`src/rtl/counter_seq_ctrl.sv`:
```
// Start/limit/mode sequencer for the N-bit counter datapath: counts 0..limit on tick,
// with pause, abort, one-shot and auto-reload operation.
//
//   state | meaning
//   IDLE  | waiting for start_i; count holds its last value
//   RUN   | counting on tick_i toward limit_q
//   PAUSE | frozen while pause_i is high; tick_i ignored
//   DONE  | one-cycle terminal pulse for one-shot runs
module counter_seq_ctrl #(
  parameter int N = 3
) (
  input  logic         clk,
  input  logic         reset,
  input  logic         start_i,
  input  logic         abort_i,
  input  logic         pause_i,
  input  logic         tick_i,
  input  logic         mode_i,
  input  logic [N-1:0] limit_i,
  output logic [N-1:0] count_o,
  output logic         busy_o,
  output logic         paused_o,
  output logic         done_o,
  output logic         wrap_o
);

  localparam logic [1:0] IDLE  = 2'd0;
  localparam logic [1:0] RUN   = 2'd1;
  localparam logic [1:0] PAUSE = 2'd2;
  localparam logic [1:0] DONE  = 2'd3;

  localparam logic [N-1:0] ONE = {{(N-1){1'b0}}, 1'b1};

  logic [1:0]   state_q, state_d;
  logic [N-1:0] count_q, count_d;
  logic [N-1:0] limit_q;
  logic         mode_q;
  logic         wrap_q, wrap_d;
  logic         capture;
  logic         at_limit;

  assign capture  = (state_q == IDLE) && start_i;
  assign at_limit = (count_q == limit_q);

  // abort beats pause beats tick while running
  always_comb begin
    state_d = state_q;
    count_d = count_q;
    wrap_d  = 1'b0;
    case (state_q)
      IDLE: begin
        if (start_i) begin
          state_d = RUN;
          count_d = '0;
        end
      end
      RUN: begin
        if (abort_i) begin
          state_d = IDLE;
        end else if (pause_i) begin
          state_d = PAUSE;
        end else if (tick_i) begin
          if (!at_limit) begin
            count_d = count_q + ONE;
          end else if (mode_q) begin
            count_d = '0;
            wrap_d  = 1'b1;
          end else begin
            state_d = DONE;
          end
        end
      end
      PAUSE: begin
        if (abort_i) begin
          state_d = IDLE;
        end else if (!pause_i) begin
          state_d = RUN;
        end
      end
      DONE: begin
        state_d = IDLE;
      end
      default: begin
        state_d = IDLE;
      end
    endcase
  end

  always_ff @(posedge clk) begin
    if (!reset) begin
      state_q <= IDLE;
      count_q <= '0;
      limit_q <= '0;
      mode_q  <= 1'b0;
      wrap_q  <= 1'b0;
    end else begin
      state_q <= state_d;
      count_q <= count_d;
      wrap_q  <= wrap_d;
      if (capture) begin
        limit_q <= limit_i;
        mode_q  <= mode_i;
      end
    end
  end

  assign count_o  = count_q;
  assign busy_o   = (state_q == RUN) || (state_q == PAUSE);
  assign paused_o = (state_q == PAUSE);
  assign done_o   = (state_q == DONE);
  assign wrap_o   = wrap_q;

endmodule

```
`config.mk`:
```
export PLATFORM = sky130hd
export DESIGN_NAME = counter_seq_ctrl
export DESIGN_NICKNAME = d
export VERILOG_FILES = /design/src/rtl/counter_seq_ctrl.sv
export SDC_FILE = /design/constraint.sdc
export NUM_CORES = 1
export LEC_CHECK = 0
export ABC_AREA = 0
export BUFFER_PORTS_ARGS = -buffer_cell sky130_fd_sc_hd__buf_2
export CAP_MARGIN = 20
export CORE_MARGIN = 1
export CORE_UTILIZATION = 45
export CTS_CLUSTER_SIZE = 40
export DETAILED_ROUTE_END_ITERATION = 10
export GPL_TIMING_DRIVEN = 1
export PLACE_DENSITY = 0.8
export SLEW_MARGIN = 20
export SYNTH_ARGS = -nofsm -noshare
export SYNTH_HDL_FRONTEND = slang
export SYNTH_SLANG_ARGS = --single-unit
export TNS_END_PERCENT = 10
```
`constraint.sdc`:
```
create_clock -name clk -period 3.1 [get_ports clk]
set_clock_uncertainty 0.15 [all_clocks]
set_input_delay 0 -clock clk [delete_from_list [all_inputs] [get_ports clk]]
set_output_delay 0 -clock clk [all_outputs]
set_load 0.1 [all_outputs]
```
==> key figures <==
GRT
  • Largest net degree at the start of global routing: 12
  • First-pass GRT wire length: 2587 um
  • GRT Util Overall: 26.44%
  • Initial antenna violation count: 0
  • Total congestion overflow: 0
  • Vias in the first global route: 616

Die
  • Die width: 38.04 um
  • Core Area: 1156 um2
  • Row count: 12
  • Initial cell density of the core: 50.54%
  • Die ar.: 1447 um2
  • Die Y: about 38 um
  • I/O pin count: 17

Setup path
  • R2R setup slack: 0.60 ns
  • Critical path origin: state_q[0]$_SDFFE_PN0P_
  • Crit start category: register
  • Data arrival, critical path: 2.56 ns
  • CP Class: reg2reg
  • Worst endpoint required time: 3.15 ns
  • Crit-path max FO: 8
  • Setup crit end kind: register
  • R2r startpoint: state_q[0]$_SDFFE_PN0P_

Outcome
  • Outcome: finished clean

Timing
  • Final period utilization: roughly four fifths
  • Slew Viols, Final: 0
  • Tmin final: 2.502 ns
  • Worst slew pin tran: 0.4886 ns
  • Final setup TNS: 0 ns
  • Slew margin rel.: 67.65%
  • # setup viols final: 0
  • Fin. Hold Viols: 0
  • RSZ-0062 raised after global routing: no
  • Max Clk Rate: 399.7 MHz

Synth
  • Synth warnings: 0
  • Mapped Area: 584.3 um2
  • Register area share after synthesis: 34.26%
  • Post-synth EDFFs: 0
  • Unique cell type count in the Yosys netlist: 27
  • Syn Area/Cell: 8.989 um2
  • Ys async rst share: 0%
  • Primary FF master, synth: dfxtp_1
  • Flops & latches, synth: 10
  • Post-synthesis net count: 80
  • Cells after Synth: 65

Cells and area
  • Final instance area: 864.6 um2
  • Ant diodes: 0
  • Final-stage net count: 115
  • Area grow syn2layout: 47.97%
  • Fraction of layout cells with a size suffix above 1: 26.26%

Clock network
  • Postcts setup bufs: 0
  • Max Root-Sink Buffers: 2
  • CTS tree: built
  • CTS clock-pin slew for the worst setup and hold paths: 0.06 ns
  • CTS sink count: 10
  • CTS Buf Count: 3
  • Clock Latency Late Sink: roughly 0.27 ns
  • CTS H-tree depth: 1
  • CTS root buffer: clkbuf_4

Hold path
  • Hold_sp: tick_i
  • Hold Crit Class: in2reg

Power and ir drop
  • Net Switching: 0.1283 mW
  • Pwr dens: approximately 440 nW/um2
  • Sw frac: 33.35%
  • Pint: about 0.26 mW
  • Clk pwr share: 30.6%
  • Comb pwr share: 32.2%
  • Max VDD drop: about 0.33 mV
  • Pleak: 0.4209 nW
  • Flop pwr share: 37.1%

Route
  • Antenna viol nets, final: 0
  • DR DRC count: 0
  • DR WL/cell: 13.98 um
  • Vias: 632
  • DR pass1 iterations: 4
  • Final WL: between 1500 and 2000 um
  • Initial drt markers: 22
  • Via density: 5.593

Placement
  • DP HPWL: 943.5 um
  • Final GP Congestion: 0.8082
  • Port buffer count: 16
  • Placement Cell Area: 678.2 um2

Run
  • Total of max-cap violations: 0
==> cell usage after synthesis (all sizes together), types with 2 or more instances <==
cell    instances  area share (%)
xor2            3             4.5
ha              5              11
nor3b           2             3.4
nor2            3             1.9
a21boi          5             6.4
a21oi           2             1.7
nand2b          2             2.1
dfxtp          10              34
nand2           7             4.5
nand3           5             4.3
nor2b           2             2.1
a31oi           2             2.1
inv             4             2.6
==> cell families (layout without fill, tap and decap cells) <==
logic type      Yosys count  after routing  share of synthesized area (%)
compound gates           15             15                          19.27
xor+xnor                  3              3                          4.498
fa+ha+maj                 5              5                          10.71
buf+inv                   5             39                          3.211
mux                       1              1                          1.927
simple gates             26             26                          26.12
flops                    10             10                          34.26
==> what timing repair did <==
action	CTS	global route
hold endpoints to repair	10	0
hold buffers	15	0
resized for setup	0	0
==> power by group through the flow <==
stage               registers (mW)  logic [mW]  clock network (mW)
floorplan                    0.145      0.0792                   0
global placement             0.145      0.0981                   0
detailed placement           0.145       0.101                   0
CTS                          0.142       0.120               0.118
global route                 0.144       0.133               0.128
finish                       0.143       0.124               0.118
==> metal layers <==
metal  part of all wire (%)  vias up  track usage (%)
met3                    6.3        8            6.395
li1                       -      301                -
met4                    4.4        0            14.29
met1                     40      292            29.24
met2                     49       31            45.76
met5                      0        -                0
==> critical path, cell delays in order, from the launching register on <==
cell and delay [ns]:
dfxtp_1 0.34, inv_1 0.11, ha_1 0.34, nand3_1 0.16, dlygate4sd3_1 0.60, a21boi_0 0.17
dlygate4sd3_1 0.58
==> final timing paths <==
check / depth (start not counted) / end
worst min-delay path: 3 / state_q[1]$_SDFFE_PN0P_
worst min register to register: 2 / wrap_o$_SDFF_PP0_
worst max register to register: 6 / mode_q$_SDFFE_PN0P_
worst max-delay path: 6 / mode_q$_SDFFE_PN0P_
==> sequential cells by signal (all words and copies together), names as in the netlist <==
| signal | cells |
|---|---|
| mode_q | 1 |
| state_q | 2 |
| limit_q | 3 |
| wrap_o | 1 |
| count_o | 3 |
==> placed cells by master (no fill, tap or decap), types with 3 or more instances in the layout <==
| cell type | netlist | layout |
|---|---|---|
| a21boi_0 | 5 | 5 |
| buf_2 | 0 | 16 |
| clkbuf_4 | 0 | 3 |
| dfxtp_1 | 10 | 10 |
| dlygate4sd3_1 | 0 | 15 |
| ha_1 | 5 | 5 |
| inv_1 | 4 | 4 |
| nand2_1 | 7 | 7 |
| nand3_1 | 5 | 5 |
| nor2_1 | 3 | 3 |
| xor2_1 | 3 | 3 |
==> stage by stage <==
| stage | hold WS, ns | power [mW] | cells | util, % | setup WS (ns) |
|---|---|---|---|---|---|
| floorplan | 0.006126 | 0.2244 | 65 | - | 0.8115 |
| global placement | 0.1110 | 0.2428 | 94 | 58.66 | 1.185 |
| detailed placement | 0.1232 | 0.2460 | 94 | 58.66 | 1.159 |
| CTS | 0.06269 | 0.3796 | 113 | 74.78 | 0.7416 |
| global route | 0.07205 | 0.4041 | 113 | 74.78 | 0.4843 |
| finish | 0.06215 | 0.3846 | 113 | 74.78 | 0.5982 |
==> area by class of cell <==
| class | count | area, um2 |
|---|---|---|
| Multi-Input combinational cell | 50 | 365.4 |
| Clock buffer | 4 | 36.28 |
| Sequential cell | 10 | 200.2 |
| Fill cell | 84 | 291.5 |
| Inverter | 4 | 15.01 |
| Timing Repair Buffer | 31 | 230.2 |
| Tap cell | 14 | 17.52 |
Note: power is estimated with default switching activity, not from simulation.
